[src/rtl/imem_loader_if.sv]
// Byte-stream and instruction-memory write bus shared by imem_loader and its host.
// The slave modport is the loader side; the master modport is the host/memory side.
interface imem_loader_if #(
    parameter int unsigned ADDR_W = 6
);
    logic [7:0]        in_data;
    logic              in_valid;
    logic              in_ready;
    logic              wr_en;
    logic [ADDR_W-1:0] wr_addr;
    logic [31:0]       wr_data;

    modport master (
        output in_data, in_valid,
        input  in_ready, wr_en, wr_addr, wr_data
    );

    modport slave (
        input  in_data, in_valid,
        output in_ready, wr_en, wr_addr, wr_data
    );
endinterface

[src/rtl/imem_loader.sv]
// Loads a length-prefixed little-endian program image into instruction memory and holds the core in reset until done.
// Optional trailing XOR checksum byte: define IMEM_LOADER_CHKSUM_EN.
module imem_loader #(
    parameter int unsigned ADDR_W = 6,
    parameter int unsigned DEPTH  = 64
) (
    input  logic              clk,
    input  logic              rst_n,
    input  logic              start,
    imem_loader_if.slave      bus,
    output logic              core_rst_n,
    output logic              busy,
    output logic              done,
    output logic              err,
    output logic [ADDR_W:0]   words_loaded
);
    localparam int unsigned LEN_W  = 16;
    localparam int unsigned WORD_W = 32;
    localparam int unsigned CNT_W  = ADDR_W + 1;
    localparam logic [LEN_W-1:0] DEPTH_LEN = LEN_W'(DEPTH);

    typedef enum logic [2:0] {
        S_IDLE, S_LEN0, S_LEN1, S_DATA, S_WRITE, S_DONE, S_ERROR, S_CHK
    } state_t;

    state_t            state;
    logic [LEN_W-1:0]  len_q;
    logic [1:0]        byte_idx;
    logic [23:0]       word_buf;
    logic              wr_en_q;
    logic [ADDR_W-1:0] wr_addr_q;
    logic [WORD_W-1:0] wr_data_q;
    logic              in_ready_c;
    logic [LEN_W-1:0]  len_rx;
    logic [CNT_W-1:0]  cnt_next;
    logic              last_word;
`ifdef IMEM_LOADER_CHKSUM_EN
    logic [7:0]        chk_q;
`endif

    assign len_rx    = {bus.in_data, len_q[7:0]};
    assign cnt_next  = words_loaded + CNT_W'(1);
    assign last_word = (LEN_W'(cnt_next) == len_q);

    assign bus.in_ready = in_ready_c;
    assign bus.wr_en    = wr_en_q;
    assign bus.wr_addr  = wr_addr_q;
    assign bus.wr_data  = wr_data_q;

    // Byte acceptance is a pure state decode so a stall never costs a cycle.
    always_comb begin
        in_ready_c = 1'b0;
        case (state)
            S_LEN0, S_LEN1, S_DATA: in_ready_c = 1'b1;
`ifdef IMEM_LOADER_CHKSUM_EN
            S_CHK:                  in_ready_c = 1'b1;
`endif
            default:                in_ready_c = 1'b0;
        endcase
    end

    always_ff @(posedge clk or negedge rst_n) begin
        if (!rst_n) begin
            state        <= S_IDLE;
            len_q        <= '0;
            byte_idx     <= '0;
            word_buf     <= '0;
            wr_en_q      <= 1'b0;
            wr_addr_q    <= '0;
            wr_data_q    <= '0;
            core_rst_n   <= 1'b0;
            busy         <= 1'b0;
            done         <= 1'b0;
            err          <= 1'b0;
            words_loaded <= '0;
`ifdef IMEM_LOADER_CHKSUM_EN
            chk_q        <= '0;
`endif
        end else begin
            wr_en_q <= 1'b0;
            case (state)
                S_IDLE, S_DONE, S_ERROR: begin
                    if (start) begin
                        state        <= S_LEN0;
                        busy         <= 1'b1;
                        done         <= 1'b0;
                        err          <= 1'b0;
                        core_rst_n   <= 1'b0;
                        words_loaded <= '0;
                        byte_idx     <= '0;
`ifdef IMEM_LOADER_CHKSUM_EN
                        chk_q        <= '0;
`endif
                    end
                end
                S_LEN0: begin
                    if (bus.in_valid) begin
                        len_q[7:0] <= bus.in_data;
                        state      <= S_LEN1;
                    end
                end
                S_LEN1: begin
                    if (bus.in_valid) begin
                        len_q <= len_rx;
                        if (len_rx == '0) begin
`ifdef IMEM_LOADER_CHKSUM_EN
                            state      <= S_CHK;
`else
                            state      <= S_DONE;
                            busy       <= 1'b0;
                            done       <= 1'b1;
                            core_rst_n <= 1'b1;
`endif
                        end else if (len_rx > DEPTH_LEN) begin
                            state <= S_ERROR;
                            busy  <= 1'b0;
                            err   <= 1'b1;
                        end else begin
                            state <= S_DATA;
                        end
                    end
                end
                S_DATA: begin
                    if (bus.in_valid) begin
                        byte_idx <= byte_idx + 2'd1;
`ifdef IMEM_LOADER_CHKSUM_EN
                        chk_q    <= chk_q ^ bus.in_data;
`endif
                        // New bytes enter at the top so the first byte ends up in [7:0].
                        if (byte_idx == 2'd3) begin
                            wr_en_q   <= 1'b1;
                            wr_addr_q <= words_loaded[ADDR_W-1:0];
                            wr_data_q <= {bus.in_data, word_buf};
                            state     <= S_WRITE;
                        end else begin
                            word_buf  <= {bus.in_data, word_buf[23:8]};
                        end
                    end
                end
                S_WRITE: begin
                    words_loaded <= cnt_next;
                    if (last_word) begin
`ifdef IMEM_LOADER_CHKSUM_EN
                        state      <= S_CHK;
`else
                        state      <= S_DONE;
                        busy       <= 1'b0;
                        done       <= 1'b1;
                        core_rst_n <= 1'b1;
`endif
                    end else begin
                        state <= S_DATA;
                    end
                end
`ifdef IMEM_LOADER_CHKSUM_EN
                S_CHK: begin
                    if (bus.in_valid) begin
                        busy <= 1'b0;
                        if (bus.in_data == chk_q) begin
                            state      <= S_DONE;
                            done       <= 1'b1;
                            core_rst_n <= 1'b1;
                        end else begin
                            state <= S_ERROR;
                            err   <= 1'b1;
                        end
                    end
                end
`endif
                default: state <= S_IDLE;
            endcase
        end
    end
endmodule

[src/flat_wrapper.sv]
// flat-port wrapper written by rule: the top's interface ports become plain ports
module imem_loader_flat 
#(
    parameter int unsigned ADDR_W = 6,
    parameter int unsigned DEPTH  = 64
)
  (clk, rst_n, start, core_rst_n, busy, done, err, words_loaded, bus_in_data, bus_in_valid, bus_in_ready, bus_wr_en, bus_wr_addr, bus_wr_data);
  imem_loader_if #(.ADDR_W(ADDR_W)) bus_i ();
  input  logic clk;
  input  logic rst_n;
  input  logic start;
  output logic core_rst_n;
  output logic busy;
  output logic done;
  output logic err;
  output logic [ADDR_W:0] words_loaded;
  input wire logic [$bits(bus_i.in_data)-1:0] bus_in_data;
  input wire logic [$bits(bus_i.in_valid)-1:0] bus_in_valid;
  output wire logic [$bits(bus_i.in_ready)-1:0] bus_in_ready;
  output wire logic [$bits(bus_i.wr_en)-1:0] bus_wr_en;
  output wire logic [$bits(bus_i.wr_addr)-1:0] bus_wr_addr;
  output wire logic [$bits(bus_i.wr_data)-1:0] bus_wr_data;
  assign bus_i.in_data = bus_in_data;
  assign bus_i.in_valid = bus_in_valid;
  assign bus_in_ready = bus_i.in_ready;
  assign bus_wr_en = bus_i.wr_en;
  assign bus_wr_addr = bus_i.wr_addr;
  assign bus_wr_data = bus_i.wr_data;
  imem_loader #(.ADDR_W(ADDR_W), .DEPTH(DEPTH)) u_core (.clk(clk), .rst_n(rst_n), .start(start), .bus(bus_i), .core_rst_n(core_rst_n), .busy(busy), .done(done), .err(err), .words_loaded(words_loaded));
endmodule
[config.mk]
export PLATFORM = sky130hd
export DESIGN_NAME = imem_loader_flat
export DESIGN_NICKNAME = d
export VERILOG_FILES = /design/src/rtl/imem_loader_if.sv /design/src/rtl/imem_loader.sv /design/src/flat_wrapper.sv
export SDC_FILE = /design/constraint.sdc
export NUM_CORES = 1
export LEC_CHECK = 0
export CAP_MARGIN = 20
export CORE_MARGIN = 3
export CORE_UTILIZATION = 40
export CTS_BUF_LIST = sky130_fd_sc_hd__clkbuf_4 sky130_fd_sc_hd__clkbuf_8
export CTS_CLUSTER_DIAMETER = 200
export DETAILED_ROUTE_END_ITERATION = 6
export GPL_TIMING_DRIVEN = 0
export PLACE_DENSITY_LB_ADDON = 0.1
export SLEW_MARGIN = 20
export SYNTH_ARGS = -nofsm -noshare
export SYNTH_HDL_FRONTEND = slang
export SYNTH_SLANG_ARGS = --single-unit
[constraint.sdc]
create_clock -name clk -period 2.3 [get_ports clk]
set_clock_uncertainty 0.2 [all_clocks]
set_input_delay 0.23 -clock clk [delete_from_list [all_inputs] [get_ports clk]]
set_output_delay 0.23 -clock clk [all_outputs]
set_load 0.02 [all_outputs]
=== Word level (Yosys, flattened, before mapping) ===
Cells that the tools add are included.

* Output and inout bits: 51
* Input port bits: 12
* Bits in registers: 94

* Bitwise logic cells: 2
* Mux-type cells: 35
* Reduce and logical (&&, ||, !) cells: 18
* Order comparisons: 1
* Equality and inequality tests: 18
* $add $sub $neg: 2

{| class="wikitable"
|+ Operators by type and width
! cell !! count
|-
| 3-bit 2-to-1 mux || 8
|-
| 5-bit AND reduction || 4
|-
| 7-bit by 16-bit equality test with 1-bit output || 1
|-
| 16-bit by 7-bit > comparator with 1-bit output (second input constant) || 1
|-
| 16-bit logical NOT || 1
|-
| 1-bit 2-to-1 mux || 16
|-
| 8-bit case mux with 2 select lines || 1
|-
| 3-bit case mux with 5 select lines || 1
|-
| 7-bit case mux with 2 select lines || 1
|-
| 3-bit AND reduction || 4
|-
| 2-bit != test (second input constant) || 5
|-
| 3-bit equality test (second input constant) || 3
|-
| 8-bit 2-to-1 mux || 1
|-
| 2-bit by 1-bit != test with 1-bit output (second input constant) || 4
|-
| 7-bit by 1-bit adder with 7-bit output (second input constant) || 1
|-
| 7-bit 2-to-1 mux || 1
|-
| 3-bit by 2-bit equality test with 1-bit output (second input constant) || 2
|-
| 1-bit case mux with 3 select lines || 2
|-
| 2-bit nonzero test || 3
|-
| 3-bit OR reduction || 2
|-
| 2-bit 2-to-1 mux || 2
|-
| 2-bit case mux with 2 select lines || 1
|-
| 2-bit AND reduction || 2
|-
| 3-bit by 1-bit equality test with 1-bit output (second input constant) || 1
|-
| other kinds (7) || 8
|}

=== Logic depth before layout (Yosys ltp) ===
Gate-level depths: netlist of run 1.

* Word-level depth: 5
* Mapped depth: 7
* Depth with buffers taken out: 6

=== Least setup slack after synthesis of run 1 ===
Ideal clock, no wire load.

* Path type: flip-flop to flip-flop
* From: register u_core.words_loaded[0]
* To: register u_core.core_rst_n
* Path buffers: 0
* Period minus slack after synthesis: 2062 ps
* Slack: 238 ps
* Cell stages (with the launch flop): 7
* Required time: 1971 ps
* Arrival time: 1732 ps
* Cell sequence: dfrtp_1 -> ha_1 -> and4_1 -> and3_1 -> a211oi_1 -> and4_1 -> o41a_1

* Longest elaborated chain between the ends: 4

{| class="wikitable"
|+ Ends and longest elaborated chain
! element !! RTL line !! RTL
|-
| from (decl) || imem_loader.sv:15 || <nowiki>output logic [ADDR_W:0] words_loaded</nowiki>
|-
| from (signal assigned) || imem_loader.sv:141 || <nowiki>words_loaded <= cnt_next;</nowiki>
|-
| 7-bit by 1-bit adder with 7-bit output || imem_loader.sv:42 || <nowiki>assign cnt_next = words_loaded + CNT_W'(1);</nowiki>
|-
| 7-bit by 16-bit equality test with 1-bit output || imem_loader.sv:43 || <nowiki>assign last_word = (LEN_W'(cnt_next) == len_q);</nowiki>
|-
| 2-bit by 1-bit != test with 1-bit output (no source line) || -- ||
|-
| 5-bit AND reduction (no source line) || -- ||
|-
| to (signal assigned) || imem_loader.sv:71 || <nowiki>core_rst_n <= 1'b0;</nowiki>
|-
| to (signal assigned) || imem_loader.sv:88 || <nowiki>core_rst_n <= 1'b0;</nowiki>
|-
| to (signal assigned) || imem_loader.sv:112 || <nowiki>core_rst_n <= 1'b1;</nowiki>
|-
| to (decl) || imem_loader.sv:11 || <nowiki>output logic core_rst_n,</nowiki>
|}

Every way passes these cells.
A chain may end at the register's enable or synchronous reset.

=== Final worst setup path of run 1 ===
* From: input bus_in_data[6]
* To: register u_core.core_rst_n

* Longest elaborated chain between the ends: 3

{| class="wikitable"
|+ Ends and longest elaborated chain
! element !! RTL line !! RTL
|-
| from (decl) || flat_wrapper.sv:17 || <nowiki>input wire logic [$bits(bus_i.in_data)-1:0] bus_in_data;</nowiki>
|-
| 16-bit logical NOT || imem_loader.sv:105 || <nowiki>if (len_rx == '0) begin</nowiki>
|-
| 2-bit by 1-bit != test with 1-bit output (no source line) || -- ||
|-
| 5-bit AND reduction (no source line) || -- ||
|-
| to (signal assigned) || imem_loader.sv:88 ||
|-
| to (signal assigned) || imem_loader.sv:112 ||
|-
| to (signal assigned) || imem_loader.sv:149 || <nowiki>core_rst_n <= 1'b1;</nowiki>
|}

Every way passes these cells.

==> flow_metrics.tcl, run 1 <==
set metrics [dict create \
    final_cell_area_mm2 0.00519 \
    setup_slack_ns 0.128 \
    pre_cts_ws_ns -0.232 \
    path_cells "clkdlybuf4s50_1, nor4_1, nand2_1, o311ai_0, a22o_1, o41a_1" \
    path_clk_slew_ns 0.10 \
    multi_input_area_mm2 0.00168 \
    grt_pass1_vias 2846 \
    yosysTopAreaCell "dfrtp_1" \
    insertion_delay_ns 0.35 \
    cts_buffer_depth 2 \
    firstDrtPassIters 4 \
    cp_max_fo 5 \
    synthTopCellsByArea "dfrtp_1, mux2_1, mux2_2, mux2_4, o21ai_1" \
    num-nets-final 400 \
    fillers 892 \
    die_y_um 108 \
    dpl_cell_area_mm2 0.00497 \
    p_leak_nw 2.35 \
    drt_iter0_drc 120 \
    final-hold-violation-count 0 \
    yosys_warnings 0 \
    cts_root_buf "clkbuf_8" \
    post-route-drc-count 0 \
    slowest_stage "clkdlybuf4s50_1" \
    floorplan.die_area_mm2 0.0116 \
    finalWirelength_mm 8.73 \
    worstSetupEndpointType "register" \
    core_mm2 0.00991 \
    port_buffers 62 \
    overflow 0 \
    synth.distinct_cells 52 \
    cp_slowest_stage_delay_ns 0.59 \
    grtUsageTotal 0.163 \
    ant_nets 0 \
    ys_top_cells_by_count "dfrtp_1, mux2_1, mux2_2" \
    finalMaxSlewViolations 0 \
    synthFlopType "dfrtp_1" \
    num_vias 2675 \
    synth_edf_count 0 \
    period_needed_ns 2.17 \
    rrSetupSlack_ns 0.15 \
    diodes 0 \
    netSwitchingPower_mw 1.85 \
    yosysTopAreaCellShare 0.567 \
    critical_path_arrival_ns 2.27 \
    yosysMostFrequentCell "dfrtp_1" \
    tns_ns 0 \
    syn_avg_cell_area_um2 13.3 \
    cts_buffers 9 \
    via_per_inst 5.10 \
    cts.sinks 94 \
    vdd_drop_max_uv 417 \
    wl_per_cell_um 16.7 \
    worstMarginPinSlew_ns 0.882 \
    syn_inst 313 \
    hold_ws_ns 0.0851 \
    grt_pass1_wl_mm 14.8 \
    syn-num-nets 327 \
    antenna_found_initial 0 \
    layout-drive-gt1-share 0.182 \
    cp_num_buf_inv 1 \
    p_seq_frac 0.450 \
    cpLargestDelayFamily "compound AO/OA/AOI/OAI gates" \
    status "finished clean" \
    gp_congestion 0.780 \
    ios 63 \
    hp-class "input port to async pin" \
    dieWidth_um 108 \
    fin_crit_sh 0.944 \
    synth_area_mm2 0.00415 \
    rsz0062_at_grt "no" \
    grt_max_degree 73 \
    start_util 0.419 \
    hpwlAfterDp_mm 6.11 \
    fmax_mhz 460 \
    worst_ep_required_time_ns 2.40 \
    p_comb_frac 0.337 \
    intPower_mw 3.68 \
    ys_ff_latch 94 \
    cts_tree "yes" \
    netSwitchingFraction 0.335 \
    area_delta_synth_final_pct 25.0 \
    rows 36 \
    synthArstFlopShare 1.00 \
    startpoint_type "input port" \
    p_per_area_mw_per_mm2 1070 \
    yosysSeqAreaShare 0.567 \
    power_frac_clock 0.213 \
    max-slew-margin-rel 0.408 \
    cts_max_level 3 \
    drv_cap 0 \
    setup_viol 0 \
    criticalPathCategory "input port to register" \
    seq_area_mm2 0.00235 \
]
==> sequential cells by signal (all words and copies together), names as in the netlist <==
signal and cells:
u_core.word_buf 24, u_core.bus.wr_en 1, u_core.core_rst_n 1, u_core.busy 1, u_core.bus.wr_addr 6, u_core.len_q 16, u_core.state 3, u_core.bus.wr_data 32
u_core.err 1, u_core.byte_idx 2, u_core.words_loaded 7
==> cells by family after synthesis <==
logic type,after synthesis,synth area share
AOI/OAI and AO/OA,42,0.0654
xor gates and xnor gates,11,0.0283
adders and majority gates,2,0.00603
buffers and inverters,22,0.0277
DFF,94,0.567
muxes,80,0.225
and+or+nand+nor,62,0.0808
==> worst reg2reg max path, stage by stage, from the launching register on <==
cell	delay (ns)
dfrtp_1	0.50
ha_1	0.30
and4_1	0.28
a21oi_1	0.09
a211oi_1	0.28
and4_1	0.29
o211ai_1	0.09
==> metal layers <==
metal | share of wire | track usage | up-vias
met3 | 0.039 | 0.0282 | 7
li1 | - | - | 1264
met5 | 0 | 0 | -
met2 | 0.45 | 0.250 | 52
met1 | 0.50 | 0.239 | 1352
met4 | 0.0086 | 0.0433 | 0
==> power by group through the flow <==
stage	Combinational (mW)	Sequential, mW	Clock [mW]
finish	1.87	2.49	1.18
global route	2.05	2.57	1.28
detailed placement	1.89	2.53	0
CTS	1.88	2.50	1.21
floorplan	1.24	2.54	0
global placement	1.85	2.52	0
==> what timing repair did <==
action / 4_1_cts / 5_1_grt
gates resized for setup: 0 / 1
hold buffers: 1 / 0
buffers inserted: 0 / 0
hold endpoints to repair: 94 / 0
endpoints found under the setup margin: 1 / 1
==> final timing paths <==
kind                                              from                      to  depth (start not counted)
worst min-delay path                             rst_n  u_core.words_loaded[4]                          2
min in group clk                            u_core.err              u_core.err                          2
worst max register to register  u_core.words_loaded[0]         u_core.state[1]                          6
max in group asynchronous                        rst_n         u_core.len_q[0]                          3
worst min register to register              u_core.err              u_core.err                          2
worst max-delay path                    bus_in_data[6]       u_core.core_rst_n                          6
==> cell usage in the layout, fill, tap and decap left out, types with 4 or more instances in the layout <==
| cell | n |
|---|---|
| buf_4 | 4 |
| dfrtp_1 | 94 |
| xnor2_1 | 5 |
| a21oi_1 | 11 |
| clkbuf_8 | 10 |
| mux2_4 | 9 |
| inv_1 | 4 |
| clkdlybuf4s50_1 | 61 |
| mux2_2 | 23 |
| nand3_1 | 7 |
| xor2_1 | 4 |
| nor2_1 | 14 |
| nand2_1 | 16 |
| buf_2 | 6 |
| mux2_1 | 47 |
| o21ai_1 | 12 |
==> cell type report <==
type,count,area share
multi-input cells,197,0.324
clock buffers,10,0.0265
repair buffers,64,0.127
inverters,6,0.00434
plain buffers,14,0.0169
well taps,133,0.0321
flip-flops and latches,94,0.453
clock inverters,6,0.0154
==> metrics by stage <==
stage	instances	utilization	total power, mW
2_1_floorplan	313	-	3.78
3_3_place_gp	508	0.498	4.37
3_5_place_dp	509	0.501	4.42
4_1_cts	524	0.523	5.59
5_1_grt	524	0.524	5.89
6_report	524	0.524	5.53
(Power assumes the default switching activity.)
==> inputs of run 2 (changes only) <==
Settings changed: CAP_MARGIN 20 to unset, REMOVE_ABC_BUFFERS set to 1.
==> run 2 against run 1 <==
Clock-buffer cell count did not move. Register-to-register slack got worse by 0.03 ns. Routed wire length shrank 4.9%. Largest power group unchanged. Critical endpoint is now u_core.bus.wr_data[18]. Critical path depth down 1. First-iteration DRC count grew 13%. Sequential cell count is the same. Critical path type is now register to register. Core utilization down 0.21 points. Total power down 3.4%. Cell area shrank 0.41%.
==> flow_metrics.tcl, run 2 (synthesis gave the netlist of run 1 again) <==
set metrics [dict create \
    criticalPathCategory "register to register" \
    p_comb_frac 0.325 \
    cts_root_buf "clkbuf_8" \
    max-slew-margin-rel 0.456 \
    p_leak_nw 2.32 \
    cts_max_level 3 \
    dpl_cell_area_mm2 0.00490 \
    grt_pass1_vias 2771 \
    power_frac_clock 0.187 \
    die_y_um 108 \
    port_buffers 62 \
    cts.sinks 94 \
    cts_tree "yes" \
    grt_pass1_wl_mm 14.1 \
    reg2reg_to "u_core.bus.wr_data[18]" \
    critical_path_arrival_ns 2.21 \
    num-nets-final 390 \
    worst_ep_required_time_ns 2.33 \
    p_per_area_mw_per_mm2 1030 \
    cp_slowest_stage_delay_ns 0.55 \
    diodes 0 \
    antenna_found_initial 0 \
    insertion_delay_ns 0.35 \
    rows 36 \
    seq_area_mm2 0.00235 \
    drv_cap 0 \
    cp_max_fo 25 \
    dieWidth_um 108 \
    path_clk_slew_ns 0.09 \
    worstSetupEndpointType "register" \
    layout-drive-gt1-share 0.176 \
    hp-class "input port to async pin" \
    reg2regPathDepth 5 \
    final_common_cell "dfrtp_1" \
    intPower_mw 3.53 \
    rrSetupSlack_ns 0.12 \
    fmax_mhz 460 \
    hpwlAfterDp_mm 5.50 \
    final_cell_area_mm2 0.00517 \
    worst-path-stages 5 \
    multi_input_area_mm2 0.00172 \
    start_util 0.419 \
    grt_max_degree 68 \
    drt_iter0_drc 136 \
    overflow 0 \
    post-route-drc-count 0 \
    area_delta_synth_final_pct 24.5 \
    largest_reg_flops 32 \
    gp_congestion 0.772 \
    final_cell_mix "dfrtp_1, clkdlybuf4s50_1, mux2_1" \
    ios 63 \
    fin_crit_sh 0.946 \
    p_seq_frac 0.488 \
    status "finished clean" \
    num_vias 2643 \
    wl_per_cell_um 16.1 \
    period_needed_ns 2.18 \
    firstDrtPassIters 4 \
    netSwitchingPower_mw 1.81 \
    cts_buffers 9 \
    fillers 895 \
    grtUsageTotal 0.156 \
    startpoint "u_core.state[2]" \
    vdd_drop_max_uv 539 \
    cts_buffer_depth 2 \
    setup_viol 0 \
    path_cells "nor2b_2, and3_1, nand2_8, buf_16, mux2_1" \
    crit_end "u_core.bus.wr_data[18]" \
    ant_nets 0 \
    regToRegStartpoint "u_core.state[2]" \
    core_mm2 0.00991 \
    startpoint_type "register" \
    via_per_inst 5.14 \
    netSwitchingFraction 0.339 \
    finalMaxSlewViolations 0 \
    cpLargestDelayFamily "simple AND/OR/NAND/NOR gates" \
    tns_ns 0 \
    slowest_stage "dfrtp_1" \
    finalWirelength_mm 8.30 \
    cp_num_buf_inv 1 \
    worstMarginPinSlew_ns 0.810 \
    final-hold-violation-count 0 \
    floorplan.die_area_mm2 0.0116 \
]
==> run 2: cell types whose count changed in the layout (fill, tap and decap cells not counted), sizes merged <==
cell      delta
clkinvlp     -1
bufinv       -1
buf          -8
clkbuf       -3
clkinv       +2
nor2         +1
==> run 2: worst min path at each step <==
| stage | startpoint | endpoint | slack (ns) |
|---|---|---|---|
| 6_report | rst_n | u_core.bus.wr_addr[5] | 0.10 |
| 5_1_grt | rst_n | u_core.words_loaded[2] | 0.11 |
| 4_1_cts | rst_n | u_core.bus.wr_addr[5] | 0.09 |
| 3_5_place_dp | rst_n | u_core.bus.wr_addr[5] | -0.08 |
| 3_3_place_gp | u_core.err | u_core.err | 0.26 |
| 2_1_floorplan | rst_n | u_core.bus.wr_addr[0] | -0.27 |
==> run 2: cell type report <==
cell class / count / area share
Timing Repair Buffer: 67 / 0.141
Clock inverter: 6 / 0.00920
Clock buffer: 10 / 0.0254
Tap cell: 133 / 0.0322
Inverter: 6 / 0.00436
Sequential cell: 94 / 0.456
Multi-Input combinational cell: 198 / 0.332
==> run 2: repair_timing <==
| item | 4_1_cts | 5_1_grt |
|---|---|---|
| setup endpoints to repair | 41 | 41 |
| gates cloned | 1 | 0 |
| pin swaps | 0 | 2 |
| buffers inserted | 0 | 2 |
| gates resized for setup | 3 | 4 |
| hold buffers | 1 | 0 |
| hold endpoints to repair | 94 | 0 |
==> run 2: power groups by stage <==
stage               clock (mW)  combinational [mW]  sequential, mW
floorplan                    0                1.08            2.63
global placement             0                1.65            2.63
detailed placement           0                1.68            2.64
CTS                       1.05                1.71            2.61
global route              1.12                1.91            2.70
finish                   0.999                1.74            2.61
==> run 2: metrics by stage <==
step	cells	util	hold WS, ns	setup WS [ns]	total power, mW
after floorplan	297	-	-0.266	-0.155	3.71
after global placement	492	0.489	0.257	-2.82	4.28
after detailed placement	494	0.495	-0.0811	-0.327	4.32
after CTS	512	0.516	0.0887	0.0178	5.37
after global routing	514	0.521	0.113	-0.00656	5.73
final	514	0.521	0.103	0.125	5.34
==> run 2: routing by layer <==
metal  global-route usage  routed length, um  part of all wire  vias to the layer above
met4               0.0406                 95             0.011                        0
li1                     -                  -                 -                     1256
met1                0.211               3900              0.47                     1319
met3               0.0414                388             0.047                        9
met5                    0                  0                 0                        -
met2                0.248               3920              0.47                       59
==> inputs of run 3 (changes only) <==
Settings changed: CORE_UTILIZATION 40 to 56.
==> run 3 against run 2 <==
Clock-buffer cell count shrank 1. Register-to-register slack better by 0.05 ns. Via count grew 2.0%. Die area shrank 27%. Largest cell class unchanged. Largest power group unchanged. Highest routed layer unchanged.
==> flow_metrics.tcl, run 3 (synthesis gave the netlist of run 1 again) <==
set metrics [dict create \
    setup_viol 0 \
    worstMarginPinSlew_ns 0.830 \
    post-route-drc-count 0 \
    start_util 0.594 \
    status "finished clean" \
    drt_iter0_drc 127 \
    hp-class "input port to async pin" \
    grt_max_degree 69 \
    cts_max_level 3 \
    layout.cells.non_filler 476 \
    final_cell_mix "dfrtp_1, clkdlybuf4s50_1, mux2_1" \
    cts_tree "yes" \
    hold_ws_ns 0.108 \
    num-nets-final 390 \
    fin_util 0.735 \
    path_clk_slew_ns 0.09 \
    wl_per_cell_um 16.9 \
    grtUsageTotal 0.193 \
    cts_root_buf "clkbuf_8" \
    grt_pass1_wl_mm 13.0 \
    worst_ep_required_time_ns 1.87 \
    rsz0062_at_grt "no" \
    firstDrtPassIters 4 \
    tns_ns 0 \
    ios 63 \
    area_delta_synth_final_pct 23.7 \
    dp_cells 457 \
    grt_pass1_vias 2639 \
    vdd_drop_max_uv 657 \
    insertion_delay_ns 0.34 \
    pre_cts_ws_ns -0.219 \
    core_mm2 0.00698 \
    layout-drive-gt1-share 0.174 \
    final_common_cell "dfrtp_1" \
    hpwlAfterDp_mm 5.25 \
    cts.sinks 94 \
    finalMaxSlewViolations 0 \
    ant_nets 0 \
    p_per_area_mw_per_mm2 1080 \
    dieWidth_um 92.1 \
    fin_crit_sh 0.934 \
    setup_slack_ns 0.152 \
    startpoint "u_core.state[1]" \
    reg2regPathDepth 5 \
    port_buffers 62 \
    cts_buffer_depth 2 \
    critical_path_arrival_ns 1.72 \
    final-hold-violation-count 0 \
    worstSetupEndpointType "output pin" \
    finalWirelength_mm 8.04 \
    rows 30 \
    max-slew-margin-rel 0.442 \
    p_leak_nw 2.33 \
    drv_cap 0 \
    diodes 0 \
    largest_reg_flops 32 \
    period_needed_ns 2.15 \
    num_vias 2695 \
    fmax_mhz 466 \
    criticalPathCategory "register to output pin" \
    via_per_inst 5.66 \
    antenna_found_initial 0 \
    die_y_um 92.1 \
    regToRegStartpoint "u_core.state[2]" \
    cp_max_fo 18 \
    startpoint_type "register" \
    gp_congestion 0.843 \
    floorplan.die_area_mm2 0.00848 \
    overflow 0 \
    cts_buffers 9 \
]
## run 3: changes by cell type in the layout (fill, tap and decap cells not counted), moves of 2 or more
| cell | delta |
|---|---|
| bufinv_16 | +2 |
| dfrtp_2 | +2 |
| clkinv_2 | -2 |
| dfrtp_1 | -2 |
| inv_6 | +2 |
## run 3: worst paths after layout
kind / slack (ns) / endpoint
setup / recovery: 0.15 / bus_in_ready
max in group asynchronous: 1.20 / u_core.len_q[6]
hold reg to reg: 0.28 / u_core.err
min in group clk: 0.28 / u_core.err
setup reg to reg: 0.17 / u_core.bus.wr_data[29]
hold / removal: 0.11 / u_core.words_loaded[6]
## run 3: cell type report
type | count | area, um^2
flip-flops and latches | 94 | 2360
fillers | 493 | 1850
multi-input cells | 198 | 1700
repair buffers | 67 | 719
clock buffers | 9 | 124
well taps | 96 | 120
clock inverters | 6 | 95.1
inverters | 6 | 22.5
## run 3: repair_timing
item                                   4_1_cts  5_1_grt
hold buffers                                 1        0
resized for setup                            2        3
setup endpoints to repair                   25       55
endpoints found under the hold margin       94        0
buffers inserted                             0        2
gates cloned                                 1        0
pin swaps                                    0        3
## run 3: critical path: stages, from the launching register on
cell             delay, ns
dfrtp_2               0.58
nor2_1                0.09
nor2_1                0.10
clkdlybuf4s50_1       0.61
## run 3: per-stage QoR
| step | instance area, um^2 | power, mW |
|---|---|---|
| 2_1_floorplan | 4060 | 3.71 |
| 5_1_grt | 5130 | 5.88 |
| 3_5_place_dp | 4850 | 4.32 |
| 6_report | 5130 | 5.57 |
| 4_1_cts | 5090 | 5.55 |
| 3_3_place_gp | 4800 | 4.24 |
## run 3: where the power goes
group	total [mW]	switching [mW]	internal [mW]
Combinational	1.75	0.786	0.963
Clock	1.20	0.580	0.618
Sequential	2.62	0.468	2.15
Total	5.57	1.83	3.73
## run 3: routing by layer
layer	wire, um	global-route usage
met5	0	0
met4	96	0.0631
met3	352	0.0386
met2	4000	0.305
met1	3590	0.270
